--- config.mk ---
export PLATFORM = sky130hd
export DESIGN_NAME = mux4_xfer_ctrl
export DESIGN_NICKNAME = d
export VERILOG_FILES = /design/src/rtl/mux4_xfer_ctrl.sv
export SDC_FILE = /design/constraint.sdc
export NUM_CORES = 1
export LEC_CHECK = 0
export CORE_MARGIN = 8
export CORE_UTILIZATION = 44
export DETAILED_ROUTE_END_ITERATION = 10
export PLACE_DENSITY = 0.86
export SETUP_SLACK_MARGIN = 0.02
export SYNTH_ARGS = -nofsm -noshare
export SYNTH_HDL_FRONTEND = slang
export SYNTH_SLANG_ARGS = --single-unit
export TNS_END_PERCENT = 30
--- constraint.sdc ---
create_clock -name i_clk -period 2.1 [get_ports i_clk]
set_clock_uncertainty 0.05 [all_clocks]
set_input_delay 0.525 -clock i_clk [delete_from_list [all_inputs] [get_ports i_clk]]
set_output_delay 0.525 -clock i_clk [all_outputs]
set_load 0.1 [all_outputs]
--- src/rtl/mux4_xfer_ctrl.sv ---
// Two-port register-transfer sequencer driving mux4 select and A/B/C/D load enables.
// Define MUX4_XFER_CTRL_RR_EN for round-robin arbitration; otherwise port 0 has fixed priority.
module mux4_xfer_ctrl #(
  parameter int HOLD_CYCLES = 0
) (
  input  logic       i_clk,
  input  logic       i_reset,
  input  logic [1:0] i_req_valid,
  input  logic [1:0] i_req_src0,
  input  logic [1:0] i_req_src1,
  input  logic [1:0] i_req_dst0,
  input  logic [1:0] i_req_dst1,
  output logic [1:0] o_req_ready,
  output logic [1:0] o_reg_sel4,
  output logic       o_a_load,
  output logic       o_b_load,
  output logic       o_c_load,
  output logic       o_d_load,
  output logic       o_busy,
  output logic       o_done,
  output logic       o_done_id
);

  typedef enum logic [2:0] {
    S_IDLE,
    S_SETTLE,
    S_LOAD_A,
    S_WRITE_DST,
    S_DONE
  } state_t;

  state_t     r_state;
  state_t     w_next;
  logic [1:0] r_src;
  logic [1:0] r_dst;
  logic       r_id;
  logic [3:0] r_cnt;
  logic       w_any;
  logic       w_grant;
  logic       w_accept;

  assign w_any    = |i_req_valid;
  assign w_accept = (r_state == S_IDLE) && w_any;

`ifdef MUX4_XFER_CTRL_RR_EN
  logic r_ptr;

  // Pointer only matters on contention; a lone request always wins.
  assign w_grant = (&i_req_valid) ? r_ptr : ~i_req_valid[0];

  always_ff @(posedge i_clk or posedge i_reset) begin
    if (i_reset) begin
      r_ptr <= 1'b0;
    end else if (w_accept) begin
      r_ptr <= ~w_grant;
    end
  end
`else
  assign w_grant = ~i_req_valid[0];
`endif

  always_ff @(posedge i_clk or posedge i_reset) begin
    if (i_reset) begin
      r_state <= S_IDLE;
      r_src   <= 2'd0;
      r_dst   <= 2'd0;
      r_id    <= 1'b0;
      r_cnt   <= 4'd0;
    end else begin
      r_state <= w_next;
      if (w_accept) begin
        r_src <= w_grant ? i_req_src1 : i_req_src0;
        r_dst <= w_grant ? i_req_dst1 : i_req_dst0;
        r_id  <= w_grant;
        r_cnt <= 4'(HOLD_CYCLES - 1);
      end else if (r_state == S_SETTLE && r_cnt != 4'd0) begin
        r_cnt <= r_cnt - 4'd1;
      end
    end
  end

  always_comb begin
    w_next      = r_state;
    o_req_ready = 2'b00;
    o_reg_sel4  = 2'd0;
    o_a_load    = 1'b0;
    o_b_load    = 1'b0;
    o_c_load    = 1'b0;
    o_d_load    = 1'b0;
    o_busy      = (r_state != S_IDLE);
    o_done      = 1'b0;
    o_done_id   = 1'b0;
    case (r_state)
      S_IDLE: begin
        // Ready is masked while reset is held so nothing looks accepted.
        if (w_any && !i_reset) begin
          o_req_ready = w_grant ? 2'b10 : 2'b01;
        end
        if (w_any) begin
          w_next = (HOLD_CYCLES > 0) ? S_SETTLE : S_LOAD_A;
        end
      end
      S_SETTLE: begin
        o_reg_sel4 = r_src;
        if (r_cnt == 4'd0) begin
          w_next = S_LOAD_A;
        end
      end
      S_LOAD_A: begin
        o_reg_sel4 = r_src;
        o_a_load   = 1'b1;
        w_next     = (r_dst != 2'd0) ? S_WRITE_DST : S_DONE;
      end
      S_WRITE_DST: begin
        o_b_load = (r_dst == 2'd1);
        o_c_load = (r_dst == 2'd2);
        o_d_load = (r_dst == 2'd3);
        w_next   = S_DONE;
      end
      S_DONE: begin
        o_done    = 1'b1;
        o_done_id = r_id;
        w_next    = S_IDLE;
      end
      default: begin
        w_next = S_IDLE;
      end
    endcase
  end

endmodule

======== Word-level counts from Yosys, hierarchy flattened ========
Index checks and enable logic that the tools add are counted.
word-level totals
  bits in registers ....................... 12
  input bits .............................. 12
cells by class
  reductions and logical operators ........ 13
  add/subtract/negate cells ............... 1
  mux-type cells .......................... 18
  equality and inequality tests ........... 9
  bitwise operators ....................... 1
operators with widths
  operator                                                number
  two-way mux 2 bit                                       6
  one-hot mux 3 bit (4 select lines)                      1
  two-way mux 3 bit                                       3
  two-way mux 4 bit                                       2
  equality test 3 x 2 -> 1 bit (second input constant)    2
  two-way mux 1 bit                                       6
  equality test 2 bit (second input constant)             2
  zero test 4 bit                                         1
  nonzero test 2 bit                                      2
  nonzero test 4 bit                                      1
  OR reduction 2 bit                                      2
  subtractor 4 x 1 -> 4 bit (second input constant)       1
  equality test 3 x 1 -> 1 bit (second input constant)    1
  equality test 3 bit (second input constant)             1
  logical AND 1 bit                                       3
  zero test 3 bit                                         1
  nonzero test 3 bit                                      1
  equality test 2 x 1 -> 1 bit (second input constant)    1
  inequality test 2 x 1 -> 1 bit (second input constant)  1
  inequality test 2 bit (second input constant)           1
  AND reduction 2 bit                                     1
  zero test 1 bit                                         1
  NOT 1 bit                                               1

======== Longest topological paths before layout ========
Gate-level depths: netlist of run 1.
  depth in word-level cells ............... 4
  gate-level depth with buffers ........... 6
  depth with buffers taken out ............ 5

======== Least setup slack after synthesis of run 1 ========
No wires, ideal clock.
  path kind ............................... reg2out
  from .................................... register r_state[0]
  to ...................................... output o_reg_sel4[0]
  stages on the path, launching flop included .. 5
  buffers on the path ..................... 1
  slack ................................... -2.828 ns
  data required time ...................... 1.525 ns
  arrival ................................. 4.353 ns
  cell sequence ........................... dfrtp_1 > buf_6 > nor3b_1 > nor2_1 > nor2b_1
on the way
  word-level cells in the longest chain between the ends .. 3
  elaborated cells on any way between the ends .. 4
  those cells by class .................... 2 x eq/ne; 1 x mux; 1 x reduce/logical
ends and longest elaborated chain
  what                                                                                 line  RTL
  from (decl)                                                                          32    state_t r_state;
  from (signal assigned)                                                               70    r_state <= w_next;
  equality test 3 x 1 -> 1 bit / equality test 3 x 2 -> 1 bit (equally long branches)  93    case (r_state)
  OR reduction 2 bit (no line) *                                                       -
  two-way mux 2 bit *                                                                  93
  to (decl)                                                                            14    output logic [1:0] o_reg_sel4,
Every way passes the cells marked *; elsewhere a longest branch is shown, timed or not.

======== Worst setup path in the final report of run 1 ========
  from .................................... input i_req_valid[1]
  to ...................................... output o_req_ready[1]
on the way
  word-level cells in the longest chain between the ends .. 4
ends and longest elaborated chain
  what                line  RTL
  from (decl)         8     input logic [1:0] i_req_valid,
  OR reduction 2 bit  42    assign w_any = |i_req_valid;
  logical AND 1 bit   96    if (w_any && !i_reset) begin
  two-way mux 2 bit   96
  two-way mux 2 bit   93
  to (decl)           13    output logic [1:0] o_req_ready,
No other way between the ends.

==> metrics.md, run 1 <==
| Metric | Value |
|---|---|
| CP Capture Type | primary output |
| Pin count of the biggest net entering global routing | 13 |
| Share of cells above drive strength 1 | between 40 and 50% |
| Inst Count DP | ~120 |
| Outcome | finished, violations left |
| Final Wtd Congestion | 0.744 |
| Final ANT Viol Nets | 0 |
| 1st-pass router iterations | 4 |
| Relative slew slack | between 60% and 70% |
| Die X | between 50 and 60 um |
| R2r setup slk | roughly 0.35 ns |
| Tmin final | between 2 and 2.5 ns |
| Io pins | 23 |
| Yosys reg bits | 12 |
| CTS sink cnt | 12 |
| Final Cycle Share | 109% |
| GRT overflow | 0 |
| Pins over their slew limit | 0 |
| FF-to-FF End | r_cnt[3]$_DFFE_PP0P_ |
| Unrepaired setup endpoints after global routing | true |
| Crit path launch type | input pin |
| CTS Buffer Depth | 2 |
| Leakage | 0.522 nW |
| Synth async-reset ratio | 100% |
| Detail Placement HPWL | roughly 1800 um |
| Post-synth EDFFs | 0 |
| Slew @ Worst Pin | around 0.48 ns |
| # setup viols final | 4 |
| Iteration-0 DRC count of the detailed router | 6 |
| Register area share after synthesis | a little over two fifths |
| Synthesis-to-finish area growth | 74.9% |
| Nets@finish | 120 |
| Largest area contributor in the netlist | dfrtp_1 |
| Unique cell type count in the Yosys netlist | 25 |
| Tot GR Track Use | 15.2% |
| Post-synth top area share | a little over two fifths |
| TritonCTS Buffers | 3 |
| Via count | between 600 and 700 |
| Hold Crit Depth | 2 |
| Peak VDD IR | approximately 1.1 mV |
| Initial antenna violation count | 0 |
| DP Area | between 1000 and 1500 um2 |
| Die area | slightly above 3000 um2 |
| Final core occ | roughly 80% |
| Row count | 14 |
| Synth Flop Type | dfrtp_1 |
| Peak Freq | approximately 440 MHz |
| Port Buf Inserts | 22 |
| Top post-synthesis cells by area | dfrtp_1, o21ai_0, mux2i_1 |
| Yosys warnings | 0 |
| Clock transition at path regs | about 0.08 ns |
| Htree depth | 1 |
| Hold EP | r_id$_DFFE_PP0P_ |
| Vias/cell | between 5 and 6 |
| Fin cells | between 100 and 150 |
| Reg-to-reg startpoint | r_state[1]$_DFFE_PP0P_ |
| Core area | 1490 um2 |
| Worst EP arrival | around 1.7 ns |
| Fin Setup TNS | -0.423 ns |
| Synth Net Count | between 80 and 90 |
| Worst Setup Slack, final | -0.187 ns |
| Drt wl/cell | approximately 19 um |
| Die Span Y | 55.8 um |
| Initial Utilization | between 40% and 50% |
| Mapped cell area | approximately 700 um2 |
| Req. time, crit path | 1.52 ns |
| Vias in the first global route | 786 |
| Syn Area/Cell | 9.31 um2 |
| Failing checks | negative setup slack |
| Pwr/cell area | 1660 nW/um2 |
| Hold Crit Start | r_id$_DFFE_PP0P_ |
| Setup CP Type | in2out |
| Synthesized instance count | 75 |
| Clk Latency, worst-skew pair | ~0.28 ns |
| Critical path peak fanout | 2 |
| # DRC | 0 |
| Hold Crit Class | reg2reg |
| CTS tree | yes |
| First-pass GRT wire length | 3810 um |
| Routed wire length | between 2000 and 2500 um |
| R2R cell count | 4 |
| Antenna Cells | 0 |
| Max_cap viols | 0 |
| Layout Cell Area excl Fill | about 1200 um2 |
| Fin. Hold Viols | 0 |
| CTS Root Cell | clkbuf_4 |
| Hold Buf Count CTS | 0 |
==> worst max-delay path by stage <==
| stage | from | end | cells after the start |
|---|---|---|---|
| after global placement | i_req_valid[1] | o_req_ready[1] | 5 |
| after global routing | r_state[1]$_DFFE_PP0P_ | o_req_ready[1] | 4 |
| after floorplan | r_state[0]$_DFFE_PP0P_ | o_req_ready[1] | 6 |
| after CTS | r_state[1]$_DFFE_PP0P_ | o_req_ready[0] | 4 |
| after detailed placement | i_req_valid[1] | o_req_ready[1] | 5 |
| final | i_req_valid[1] | o_req_ready[1] | 5 |
==> cell type report <==
type,count,area (um2)
multi-input combinational,53,439
timing repair buffer,32,405
sequential,12,302
fill,87,268
clock buffer,4,36.3
tap,16,20.0
inverter,5,18.8
==> worst max-delay path, stage by stage <==
cell	delay, ns
clkdlybuf4s50_1	0.48
nor2_1	0.06
or2_4	0.26
nor3_4	0.19
buf_12	0.20
==> kinds of logic (layout without fill, tap and decap cells) <==
| family | after synthesis | in the layout | synth area share (%) |
|---|---|---|---|
| adder cells (fa/ha/maj) | 1 | 1 | 1.79 |
| multiplexers | 6 | 6 | 9.50 |
| AND/OR/NAND/NOR | 29 | 29 | 23.1 |
| flip-flops | 12 | 12 | 43.0 |
| AO/OA/AOI/OAI | 17 | 17 | 14.9 |
| buffers and inverters | 10 | 41 | 7.71 |
==> per-layer routing <==
metal	global-route usage [%]	wire (um)	vias to the layer above
met5	0	0	-
met4	9.28	87	0
met3	2.97	75	8
met2	30.0	1310	18
met1	13.5	801	330
li1	-	-	331
==> per-stage QoR <==
step	hold slack, ns	setup slack [ns]	power [mW]
finish	0.471	-0.187	2.03
global route	0.510	-0.244	2.11
CTS	0.478	-0.194	2.04
detailed placement	0.458	-0.205	1.81
global placement	0.441	-0.196	1.76
floorplan	0.340	-0.660	1.37
==> registers in the layout (all words and copies together), names as in the netlist <==
name     flops
r_state      3
r_src        2
r_id         1
r_dst        2
r_cnt        4
==> report_power, final <==
| group | leakage [nW] | total (mW) | switching (mW) | internal [mW] |
|---|---|---|---|---|
| clock | 0.0210 | 0.191 | 0.0855 | 0.105 |
| sequential | 0.135 | 0.406 | 0.0795 | 0.326 |
| combinational | 0.367 | 1.43 | 0.864 | 0.567 |
==> Yosys cell counts (all sizes together), types with 2 or more instances <==
cell type / number
o21a: 2
nor3: 4
or3: 2
nor2b: 3
o21ai: 11
buf: 3
mux2i: 4
dfrtp: 12
nor2: 6
mux2: 2
nand3: 5
nor3b: 5
inv: 5
clkbuf: 2
==> placed cells by master, fill, tap and decap left out, drive strengths merged <==
master and instances:
buf 21, dfrtp 12, o21ai 11, clkdlybuf4s50 11, nor2 6, nand3 5
inv 5, nor3b 5, mux2i 4, clkbuf 4, nor3 4, nor2b 3
o21a 2, or3 2, mux2 2, or3b 1, or2 1, o311ai 1
o211ai 1, o32ai 1, and2 1, nand2 1, o41ai 1, ha 1
==> timing repair <==
| action | in CTS | in global routing |
|---|---|---|
| pin swaps | 1 | 0 |
| setup buffers | 0 | 0 |
| endpoints found under the setup margin | 7 | 7 |
| resized for setup | 5 | 0 |
Power figures use the tool's default switching activity.
==> run 2, diff against run 1 <==
--- a/config.mk
+++ b/config.mk
@@ -8,7 +8,7 @@
 export CORE_MARGIN = 8
 export CORE_UTILIZATION = 44
 export DETAILED_ROUTE_END_ITERATION = 10
-export PLACE_DENSITY = 0.86
+export PLACE_DENSITY_LB_ADDON = 0.15
 export SETUP_SLACK_MARGIN = 0.02
 export SYNTH_ARGS = -nofsm -noshare
 export SYNTH_HDL_FRONTEND = slang
==> run 2 against run 1 <==
Net effect:
- the run still ends with negative setup slack left
- worst hold slack lost 0.00060 ns
- register-to-register slack improved by 0.05 ns
- sequential cell count unchanged
- first-iteration DRC count rose to 4.8 times the previous value
- sequential share of layout area shrank 0.076 points
- clock power down 21%
- core utilization grew 0.25 points
- largest power group unchanged
==> metrics.md, run 2 (synthesis gave the netlist of run 1 again) <==
| Metric | Value |
|---|---|
| Setup CP Type | in2out |
| Hold Crit Class | reg2reg |
| Max_cap viols | 0 |
| Unrepaired setup endpoints after global routing | true |
| Initial Utilization | 46.9% |
| 1st-pass router iterations | 4 |
| Pwr Total | roughly 2 mW |
| Io pins | 23 |
| Peak VDD IR | 1.10 mV |
| CTS sink cnt | 12 |
| Final hold slack | approximately 0.47 ns |
| Port Buf Inserts | 22 |
| Worst EP arrival | around 1.7 ns |
| Iteration-0 DRC count of the detailed router | 29 |
| # DRC | 0 |
| Commonest cells after routing, fill and taps aside | o21ai_0, buf_12, dfrtp_1 |
| Pins over their slew limit | 0 |
| Final Wtd Congestion | 0.744 |
| Hold Buf Count CTS | 0 |
| Via count | around 700 |
| Initial antenna violation count | 0 |
| Final core occ | 82.3% |
| Largest register FFs | 4 |
| Final Cycle Share | 110% |
| Worst Setup Slack, final | -0.208 ns |
| Slew @ Worst Pin | 0.482 ns |
| Layout Cell Area excl Fill | around 1200 um2 |
| Die Span Y | 55.8 um |
| # setup viols final | 4 |
| First-pass GRT wire length | ~3300 um |
| DP Area | ~1200 um2 |
| Htree depth | 1 |
| FF+latch area | between 300 and 400 um2 |
| Register bank with the most flops | r_cnt |
| Multi-input gate area | approximately 450 um2 |
| Clk Latency, worst-skew pair | approximately 0.27 ns |
| Core area | about 1500 um2 |
| Slowest cell on the critical path | clkdlybuf4s50_1 |
| Leakage | 0.531 nW |
| Crit path launch type | input pin |
| Critical path peak fanout | 2 |
| Biggest cell delay along the critical path | about 0.48 ns |
| Synthesis-to-finish area growth | 75.4% |
| Fin. Hold Viols | 0 |
| Tmin final | ~2.3 ns |
| Detail Placement HPWL | roughly 1600 um |
| Routed wire length | about 2100 um |
| Antenna Cells | 0 |
| TritonCTS Buffers | 3 |
| Vias/cell | 5.67 |
| Final ANT Viol Nets | 0 |
| CTS Buffer Depth | 2 |
| Vias in the first global route | between 700 and 800 |
| Fin Setup TNS | -0.397 ns |
| Tot GR Track Use | 13.3% |
| Fillers | about 80 |
| Nets@finish | 120 |
| Peak Freq | 433 MHz |
| Relative slew slack | a little under 70% |
| Outcome | finished, violations left |
| Die X | around 56 um |
| CP Capture Type | primary output |
| Failing checks | negative setup slack |
| GRT overflow | 0 |
| Clock transition at path regs | about 0.07 ns |
| Row count | 14 |
| Req. time, crit path | ~1.5 ns |
| Share of cells above drive strength 1 | 40.6% |
| Die area | 3120 um2 |
| Pin count of the biggest net entering global routing | 13 |
| Top Registers | r_cnt (4), r_state (3) |
| Drt wl/cell | 17.4 um |
| CTS tree | yes |
| Setup bufs post-CTS | 0 |
| Cell Chain, Critical Path | clkdlybuf4s50_1 -> nor2_1 -> or2_4 -> nor3_4 -> buf_12 |
| Pwr/cell area | ~1600 nW/um2 |
| CTS Root Cell | clkbuf_4 |
-- run 2: changes by cell type in the layout (fill, tap and decap cells not counted) --
cell	delta
dlymetal6s2s_1	+1
clkbuf_1	+1
nor2b_2	-1
nor3_2	-1
nor2b_4	+1
clkdlybuf4s50_1	-1
clkbuf_8	-1
nor3_4	+1
-- run 2: worst paths after layout --
check                           slack, ns                      to  cells after the start                   start
max in group asynchronous            0.96  r_state[2]$_DFFE_PP0P_                      2                 i_reset
worst max-delay path                -0.21          o_req_ready[1]                      5          i_req_valid[1]
min in group asynchronous            0.69    r_cnt[2]$_DFFE_PP0P_                      2                 i_reset
worst min register to register       0.47    r_src[1]$_DFFE_PP0P_                      1    r_src[1]$_DFFE_PP0P_
worst max register to register       0.40    r_cnt[0]$_DFFE_PP0P_                      4  r_state[2]$_DFFE_PP0P_
worst min-delay path                 0.47    r_src[1]$_DFFE_PP0P_                      1    r_src[1]$_DFFE_PP0P_
-- run 2: critical path, delay by kind of cell --
family                 cells  cell delay [ns]
buffers and inverters      2             0.68
and+or+nand+nor            3             0.53
-- run 2: metal layers --
metal  track usage, %  vias to the layer above  routed length [um]
met1             11.4                      325                 781
met4             6.19                        0                  29
met2             25.3                       32                1160
met3             5.71                        4                 149
li1                 -                      331                   -
met5                0                        -                   0
-- run 2: stage by stage --
stage	instances	setup slack, ns
after global placement	118	-0.200
after global routing	122	-0.257
final	122	-0.208
after floorplan	75	-0.660
after detailed placement	118	-0.223
after CTS	122	-0.220
-- run 2: cell type report --
cell class | count | share of cell area [%]
clock buffers | 4 | 2.15
repair buffers | 32 | 33.3
inverters | 5 | 1.53
flip-flops and latches | 12 | 24.6
well taps | 16 | 1.63
multi-input cells | 53 | 36.8
-- run 2: what timing repair did --
item | in CTS | in global routing
pin swaps | 4 | 3
resized for setup | 5 | 3
cloned | 0 | 0
setup endpoints to repair | 7 | 8
-- run 2: report_power, final --
group	switching [mW]	internal, mW	total, mW
clock network	0.0769	0.0736	0.150
logic	0.870	0.578	1.45
registers	0.0833	0.327	0.410
total	1.03	0.978	2.01
